--- config.mk ---
export PLATFORM = sky130hd
export DESIGN_NAME = mem_access_sequencer
export DESIGN_NICKNAME = d
export VERILOG_FILES = /design/src/rtl/mem_access_sequencer.sv
export SDC_FILE = /design/constraint.sdc
export NUM_CORES = 1
export LEC_CHECK = 0
export ABC_AREA = 1
export CAP_MARGIN = 20
export CELL_PAD_IN_SITES_DETAIL_PLACEMENT = 1
export CELL_PAD_IN_SITES_GLOBAL_PLACEMENT = 2
export CORE_MARGIN = 3
export CORE_UTILIZATION = 28
export DETAILED_ROUTE_END_ITERATION = 8
export PLACE_DENSITY_LB_ADDON = 0.1
export SETUP_SLACK_MARGIN = 0.2
export SLEW_MARGIN = 5
export SYNTH_ARGS = -nofsm -noshare
export SYNTH_HDL_FRONTEND = slang
export SYNTH_SLANG_ARGS = --single-unit
--- constraint.sdc ---
create_clock -name iCLK -period 5.3 [get_ports iCLK]
set_clock_uncertainty 0.2 [all_clocks]
set_input_delay 1.06 -clock iCLK [delete_from_list [all_inputs] [get_ports iCLK]]
set_output_delay 1.06 -clock iCLK [all_outputs]
set_load 0.02 [all_outputs]
--- src/rtl/mem_access_sequencer.sv ---
// Multi-cycle load/store sequencer between the LSU and a single-port data RAM.
// Sub-word stores run as read-modify-write. Bad requests and RAM timeouts
// return an error response without issuing or completing a RAM write.
module mem_access_sequencer #(
  parameter int unsigned ADDR_W  = 32,
  parameter int unsigned TIMEOUT = 255,
  parameter int unsigned TO_W    = 8
) (
  input  logic              iCLK,
  input  logic              iRST_N,
  input  logic              iREQ_VALID,
  output logic              oREQ_READY,
  input  logic              iREQ_WR,
  input  logic [2:0]        iFUNC3,
  input  logic [ADDR_W-1:0] iADDR,
  input  logic [31:0]       iWDATA,
  output logic              oRSP_VALID,
  output logic [31:0]       oRSP_RDATA,
  output logic              oRSP_ERR,
  output logic              oRAM_CE,
  output logic              oRAM_WR,
  output logic [ADDR_W-1:0] oRAM_ADDR,
  output logic [31:0]       oRAM_DATA,
  input  logic [31:0]       iRAM_DATA,
  input  logic              iRAM_ACK
);

  typedef enum logic [1:0] {IDLE, READ, WRITE, RESP} state_t;

  state_t            state, stateNext;
  logic              errQ, errNext;
  logic              wrQ;
  logic [2:0]        func3Q;
  logic [ADDR_W-1:0] addrQ;
  logic [31:0]       wdataQ;
  logic [31:0]       rbuf;
  logic [TO_W-1:0]   toCnt;

  logic              accept;
  logic              reqIllegal;
  logic              reqMisaligned;
  logic              isSwReq;
  logic              ramActive;
  logic              timeoutHit;
  logic [31:0]       wordMerged;
  logic [31:0]       loadData;
  logic [7:0]        byteSel;
  logic [15:0]       halfSel;

  // Request decode and handshake; ready is gated by reset so nothing is taken while held
  assign oREQ_READY    = (state == IDLE) && iRST_N;
  assign accept        = iREQ_VALID && oREQ_READY;
  assign reqIllegal    = iREQ_WR ? (iFUNC3 > 3'd2) : ((iFUNC3 == 3'd3) || (iFUNC3 >= 3'd6));
  assign reqMisaligned = ((iFUNC3[1:0] == 2'b01) && iADDR[0]) ||
                         ((iFUNC3[1:0] == 2'b10) && (iADDR[1:0] != 2'b00));
  assign isSwReq       = iREQ_WR && (iFUNC3[1:0] == 2'b10);
  assign ramActive     = (state == READ) || (state == WRITE);
  assign timeoutHit    = (toCnt == TO_W'(TIMEOUT));

  // Outputs decoded from registered state; async reset forces IDLE so CE drops at once
  assign oRAM_CE    = ramActive;
  assign oRAM_WR    = (state == WRITE);
  assign oRAM_ADDR  = ramActive ? {addrQ[ADDR_W-1:2], 2'b00} : '0;
  assign oRAM_DATA  = (state == WRITE) ? wordMerged : '0;
  assign oRSP_VALID = (state == RESP);
  assign oRSP_ERR   = (state == RESP) && errQ;
  assign oRSP_RDATA = ((state == RESP) && !errQ && !wrQ) ? loadData : '0;

  // State and error flag register
  always_ff @(posedge iCLK or negedge iRST_N) begin
    if (!iRST_N) begin
      state <= IDLE;
      errQ  <= 1'b0;
    end else begin
      state <= stateNext;
      errQ  <= errNext;
    end
  end

  // Next-state logic; an ack in the timeout cycle still counts as success
  always_comb begin
    stateNext = state;
    errNext   = errQ;
    case (state)
      IDLE: begin
        if (accept) begin
          if (reqIllegal || reqMisaligned) begin
            stateNext = RESP;
            errNext   = 1'b1;
          end else begin
            errNext   = 1'b0;
            stateNext = isSwReq ? WRITE : READ;
          end
        end
      end
      READ: begin
        if (iRAM_ACK) begin
          stateNext = wrQ ? WRITE : RESP;
        end else if (timeoutHit) begin
          stateNext = RESP;
          errNext   = 1'b1;
        end
      end
      WRITE: begin
        if (iRAM_ACK) begin
          stateNext = RESP;
        end else if (timeoutHit) begin
          stateNext = RESP;
          errNext   = 1'b1;
        end
      end
      RESP:    stateNext = IDLE;
      default: stateNext = IDLE;
    endcase
  end

  // Request latch, read buffer and per-phase timeout counter
  always_ff @(posedge iCLK or negedge iRST_N) begin
    if (!iRST_N) begin
      wrQ    <= 1'b0;
      func3Q <= '0;
      addrQ  <= '0;
      wdataQ <= '0;
      rbuf   <= '0;
      toCnt  <= '0;
    end else begin
      if (accept) begin
        wrQ    <= iREQ_WR;
        func3Q <= iFUNC3;
        addrQ  <= iADDR;
        wdataQ <= iWDATA;
      end
      if ((state == READ) && iRAM_ACK) begin
        rbuf <= iRAM_DATA;
      end
      if (stateNext != state) begin
        toCnt <= '0;
      end else if (ramActive && !iRAM_ACK) begin
        toCnt <= toCnt + TO_W'(1);
      end
    end
  end

  // Store word: lane merge for SB/SH, full word for SW
  always_comb begin
    wordMerged = rbuf;
    case (func3Q[1:0])
      2'b00:   wordMerged[{addrQ[1:0], 3'b000} +: 8] = wdataQ[7:0];
      2'b01:   wordMerged[{addrQ[1], 4'b0000} +: 16] = wdataQ[15:0];
      default: wordMerged = wdataQ;
    endcase
  end

  // Load extract with sign or zero extension
  always_comb begin
    byteSel = rbuf[{addrQ[1:0], 3'b000} +: 8];
    halfSel = rbuf[{addrQ[1], 4'b0000} +: 16];
    case (func3Q)
      3'd0:    loadData = {{24{byteSel[7]}}, byteSel};
      3'd1:    loadData = {{16{halfSel[15]}}, halfSel};
      3'd2:    loadData = rbuf;
      3'd4:    loadData = {24'h0, byteSel};
      3'd5:    loadData = {16'h0, halfSel};
      default: loadData = '0;
    endcase
  end

endmodule
## Word level (Yosys, flattened, before mapping)

Index checks and enable logic that the tools add are counted.

- Register bits: 111
- Latch bits: 0
- RAM bits: 0
- ROM bits: 0
- Input port bits: 104
- Output and inout port bits: 101
- Logic and storage cells: 83
- Memories: 0

- $add $sub $neg: 3
- $mul: 0
- Div/mod/pow operators: 0
- Order comparisons: 2
- Equal/unequal tests: 16
- Shifts and indexed selects: 6
- Muxes and demuxes: 23
- Bitwise gates (word level): 0
- Reductions and logical operators: 25

Operators with widths:

| cell | count |
|---|---|
| $pmux 32 s5 | 1 |
| $mux 32 | 3 |
| $bwmux 32 | 2 |
| $pmux 32 s2 | 1 |
| $shift 16x7->32 const A | 1 |
| $shift 8x7->32 const A | 1 |
| $shiftx 16x7->32 | 1 |
| $shiftx 32x6->16 | 1 |
| $shiftx 32x6->8 | 1 |
| $shiftx 8x7->32 | 1 |
| $mux 8 | 2 |
| $neg 5->7 | 2 |
| $mux 2 | 6 |
| $logic_and 1x1->1 | 10 |
| $add 8x1->8 const B | 1 |
| $eq 8x8->1 const B | 1 |
| $pmux 2 s4 | 1 |
| $eq 2x1->1 const B | 3 |
| $eq 2x2->1 const B | 3 |
| $eq 3x2->1 const B | 2 |
| $eq 3x3->1 const B | 2 |
| $mux 1 | 6 |
| $reduce_bool 2->1 | 3 |
| $logic_not 2->1 | 2 |
| 12 further kinds | 18 |

## Logic depth before layout (Yosys ltp)

Gate-level depths: netlist of the first run.

- Depth in word-level cells: 9
- Mapped depth: 14
- Depth with buffers taken out: 14

## Worst setup path before layout of the first run

Ideal clock, no wire load.

- Path kind: flip-flop to output port
- Start point: reg addrQ[1]
- End point: out oRAM_DATA[16]
- Arrival: 2072 ps
- Data required time: 4040 ps
- Path slack: 1968 ps
- Cell stages (with the launch flop): 10
- Path buffers: 1
- Cells stage by stage: dfrtp_1 -> inv_2 -> ha_1 -> buf_4 -> inv_1 -> nor2_1 -> nand3_1 -> a21oi_1 -> nand2_1 -> a41oi_1

- Cells in the longest elaborated chain, start to end: 5
- Elaborated cells on any way between the ends: 10
- Those cells by class: 2 x add/sub; 4 x shift; 4 x mux

RTL lines:

| what | line | RTL |
|---|---|---|
| start: declaration | 34 | `logic [ADDR_W-1:0] addrQ;` |
| start signal: assignment | 130 | `addrQ <= iADDR;` |
| $neg 5->7, on equally long branches | 149, 148 |  |
| $shiftx 16x7->32, or another cell as far along | 149 | `2'b01: wordMerged[{addrQ[1], 4'b0000} +: 16] = wdataQ[15:0];` |
| $bwmux 32, on equally long branches | 149, 148 |  |
| $pmux 32 s2 * | 147 | `case (func3Q[1:0])` |
| $mux 32 * | 64 | `assign oRAM_DATA = (state == WRITE) ? wordMerged : '0;` |
| end: declaration | 23 | `output logic [31:0] oRAM_DATA,` |

Mark *: on every way between the ends. The rest lies on a longest branch, timed or not.

## Worst setup path in the final report of the first run

- Start point: reg addrQ[0]
- End point: out oRAM_DATA[17]

- Cells in the longest elaborated chain, start to end: 5
- Elaborated cells on any way between the ends: 6
- Those cells by class: 1 x add/sub; 2 x shift; 3 x mux

RTL lines:

| what | line | RTL |
|---|---|---|
| $neg 5->7 * | 148 | `2'b00: wordMerged[{addrQ[1:0], 3'b000} +: 8] = wdataQ[7:0];` |
| $shiftx 8x7->32 or $shift 8x7->32 (tied branches) | 148 |  |
| $bwmux 32 * | 148 |  |
| $pmux 32 s2 * | 147 |  |
| $mux 32 * | 64 |  |

Marked as above.

==> flow_metrics.env, run 1 <==
export IMPL_reg2reg_to="toCnt[1]"
export IMPL_cp_required_ps=4040
export IMPL_cp_start_kind="register"
export IMPL_cp_end_kind="primary output"
export IMPL_fin_crit_ps=4750
export IMPL_crit_path_end="oRAM_DATA[17]"
export IMPL_power_density_nw_per_um2=618
export IMPL_die_x_um=161
export IMPL_rr_worst_depth=14
export IMPL_outcome="completed"
export IMPL_utilization=0.392
export IMPL_post_cts_setup_buffers=0
export IMPL_avgViaCountPerCell=4.76
export IMPL_crit_path_start="addrQ[0]"
export IMPL_die_y_um=161
export IMPL_grt_pass1_wl_mm=41.1
export IMPL_async_flop_share=1.00
export IMPL_drc=0
export IMPL_start_util=0.285
export IMPL_cts_tree="done"
export IMPL_seq_area_frac_synth=0.414
export IMPL_clkTransAtPathRegs_ps=80
export IMPL_synth_edf_count=0
export IMPL_antenna_found_initial=2
export IMPL_critPathMaxFanout=13
export IMPL_cts_inserted_buffers=9
export IMPL_finalCritPeriodShare=0.895
export IMPL_fillerInstances=2981
export IMPL_cp_data_arrival_time_ps=3490
export IMPL_io_buffers=202
export IMPL_layout_commonest_cell="nand2_1"
export IMPL_synthesis_area_sq_um=6710
export IMPL_clockBufferDepth=2
export IMPL_cts_root_buf="clkbuf_16"
export IMPL_nets=1228
export IMPL_multi_input_area_sq_um=3280
export IMPL_antenna_cells=0
export IMPL_overflow=0
export IMPL_grt_max_degree=64
export IMPL_area_growth_syn_to_layout_pct=37.6
export IMPL_leakage_nw=4.26
export IMPL_rr_startpoint="state[0]"
export IMPL_grt_pass1_vias=6994
export IMPL_ys_ff_latch=111
export IMPL_detailed_place_hpwl_mm=19.8
export IMPL_rrSetupSlack_ps=2660
export IMPL_yosysUniqueCellTypes=36
export IMPL_slew_headroom=0.403
export IMPL_setup_viol=0
export IMPL_track_usage=0.202
export IMPL_hold_violations=0
export IMPL_wl_mm=26.2
export IMPL_drive_above_1_share=0.0438
export IMPL_layout_area_seq_sq_um=2780
export IMPL_rsz0062_at_grt="no"
export IMPL_row_count=56
export IMPL_drv_cap=0
export IMPL_clk_latency_ps=350
export IMPL_ioPinCount=205
export IMPL_syn_avg_cell_area_sq_um=7.10
export IMPL_clock_sinks=111
export IMPL_place_area_sq_um=8950
export IMPL_synthCells=945
export IMPL_final_cell_area_sq_um=9240
export IMPL_dieArea_sq_um=25900
export IMPL_hold_path_class="reg -> reg"
export IMPL_yosysWarnings=0
export IMPL_yosys_area_top_type="dfrtp_1"
export IMPL_finalSetupTns_ps=0
export IMPL_synth_top_area_frac=0.414
export IMPL_h_tree_depth=3
export IMPL_wl_per_cell_um=18.3
export IMPL_ir_worst_vdd_mv=0.254
export IMPL_vias=6846
export IMPL_synth_area_leaders="dfrtp_1, nand2_1, inv_1"
export IMPL_ant_nets=0
export IMPL_slew_viol_final=0
export IMPL_final_cell_mix="nand2_1, clkdlybuf4s50_1, dfrtp_1, inv_1, nor2_1"
export IMPL_max_clock_freq_ghz=0.211
export IMPL_gp_congestion=0.821
export IMPL_holdWs_ps=282
export IMPL_worstMarginPinSlew_ps=894
export IMPL_drt_iter0_drc=347
export IMPL_hold_buffers=0
export IMPL_synth_flop_cell="dfrtp_1"
export IMPL_drtPass1Iterations=5
export IMPL_core_sq_um=23500
export IMPL_worstSetupPathType="reg -> out"
## layout make-up
cell class / count / share of cell area
clock buffers: 11 / 0.0263
clock inverters: 5 / 0.00420
inverters: 99 / 0.0408
multi-input cells: 679 / 0.355
flip-flops and latches: 111 / 0.301
well taps: 319 / 0.0432
repair buffers: 213 / 0.230
## report_power, final
part	total [mW]	internal, mW	switching, mW
registers	1.64	1.21	0.430
logic	3.38	1.29	2.09
clock network	0.684	0.339	0.345
## worst max-delay path, cell delays in order, from the launching register on
cell and delay, ps:
dfrtp_1 590, inv_1 240, ha_1 500, inv_1 190, nor2_2 370, nand3_1 120, a21oi_1 140, nand2_1 60
a31oi_1 240, clkdlybuf4s50_1 670
## synthesized netlist by cell type, types with 2 or more instances
master      n
nand2_1   337
dfrtp_1   111
inv_1      94
nor2_1     74
a21oi_1    59
o21ai_0    48
o211ai_1   33
a31oi_1    32
clkbuf_1   31
nand3_1    29
buf_2      13
a221oi_1   12
ha_1       11
buf_4       7
mux2_2      7
o22ai_1     6
xor2_1      6
buf_6       4
inv_2       4
a41oi_1     3
o221ai_1    3
a22oi_1     2
buf_1       2
nand2_2     2
nor2_2      2
nor2_4      2
nor3_1      2
## how the worst min path moves through the flow
stage / startpoint / endpoint / slack (ps) / depth (start not counted)
floorplan: wdataQ[24] / wdataQ[24] / 250 / 2
global placement: addrQ[25] / addrQ[25] / 260 / 2
detailed placement: addrQ[4] / addrQ[4] / 270 / 2
CTS: addrQ[4] / addrQ[4] / 290 / 2
global route: addrQ[3] / addrQ[3] / 310 / 2
finish: wdataQ[16] / wdataQ[16] / 280 / 2
## logic make-up (layout without fill, tap and decap cells)
logic type      count (synthesis)  in the layout  synth area share
compound gates                199            199             0.179
xor+xnor                        7              7           0.00914
fa+ha+maj                      11             11            0.0205
buf+inv                       156            328            0.0988
flops                         111            111             0.414
mux                             8              8            0.0132
other cells                     1              2          0.000559
simple gates                  452            452             0.265
## what timing repair did
action | in CTS | in global routing
gates resized for setup | 0 | 1
setup endpoints to repair | 0 | 7
endpoints found under the hold margin | 0 | 0
## state kept, by name, summed over array words and instances (netlist names)
name / count
errQ: 1
state: 2
toCnt: 8
wdataQ: 32
addrQ: 32
func3Q: 3
wrQ: 1
rbuf: 32
## per-layer routing
layer,up-vias,global-route usage,wire length [um]
met3,17,0.0513,1710
li1,3389,-,-
met5,-,0,24
met1,3249,0.279,12300
met2,187,0.324,11900
met4,4,0.0379,320
## per-stage QoR
stage / setup WS (ps) / cells / power [mW]
finish: 555 / 1437 / 5.71
global route: 214 / 1437 / 6.19
CTS: 316 / 1437 / 5.77
detailed placement: 714 / 1421 / 5.06
global placement: 867 / 1420 / 4.98
floorplan: 1970 / 946 / 3.61
(Power assumes the default switching activity.)
==> run 2: changes to the inputs <==
--- a/config.mk
+++ b/config.mk
@@ -14,6 +14,7 @@
 export DETAILED_ROUTE_END_ITERATION = 8
 export PLACE_DENSITY_LB_ADDON = 0.1
 export SETUP_SLACK_MARGIN = 0.2
+export SKIP_LAST_GASP = 1
 export SLEW_MARGIN = 5
 export SYNTH_ARGS = -nofsm -noshare
 export SYNTH_HDL_FRONTEND = slang
==> results of run 2 <==
Final layout, timing and power as in run 1 (identical DEF).
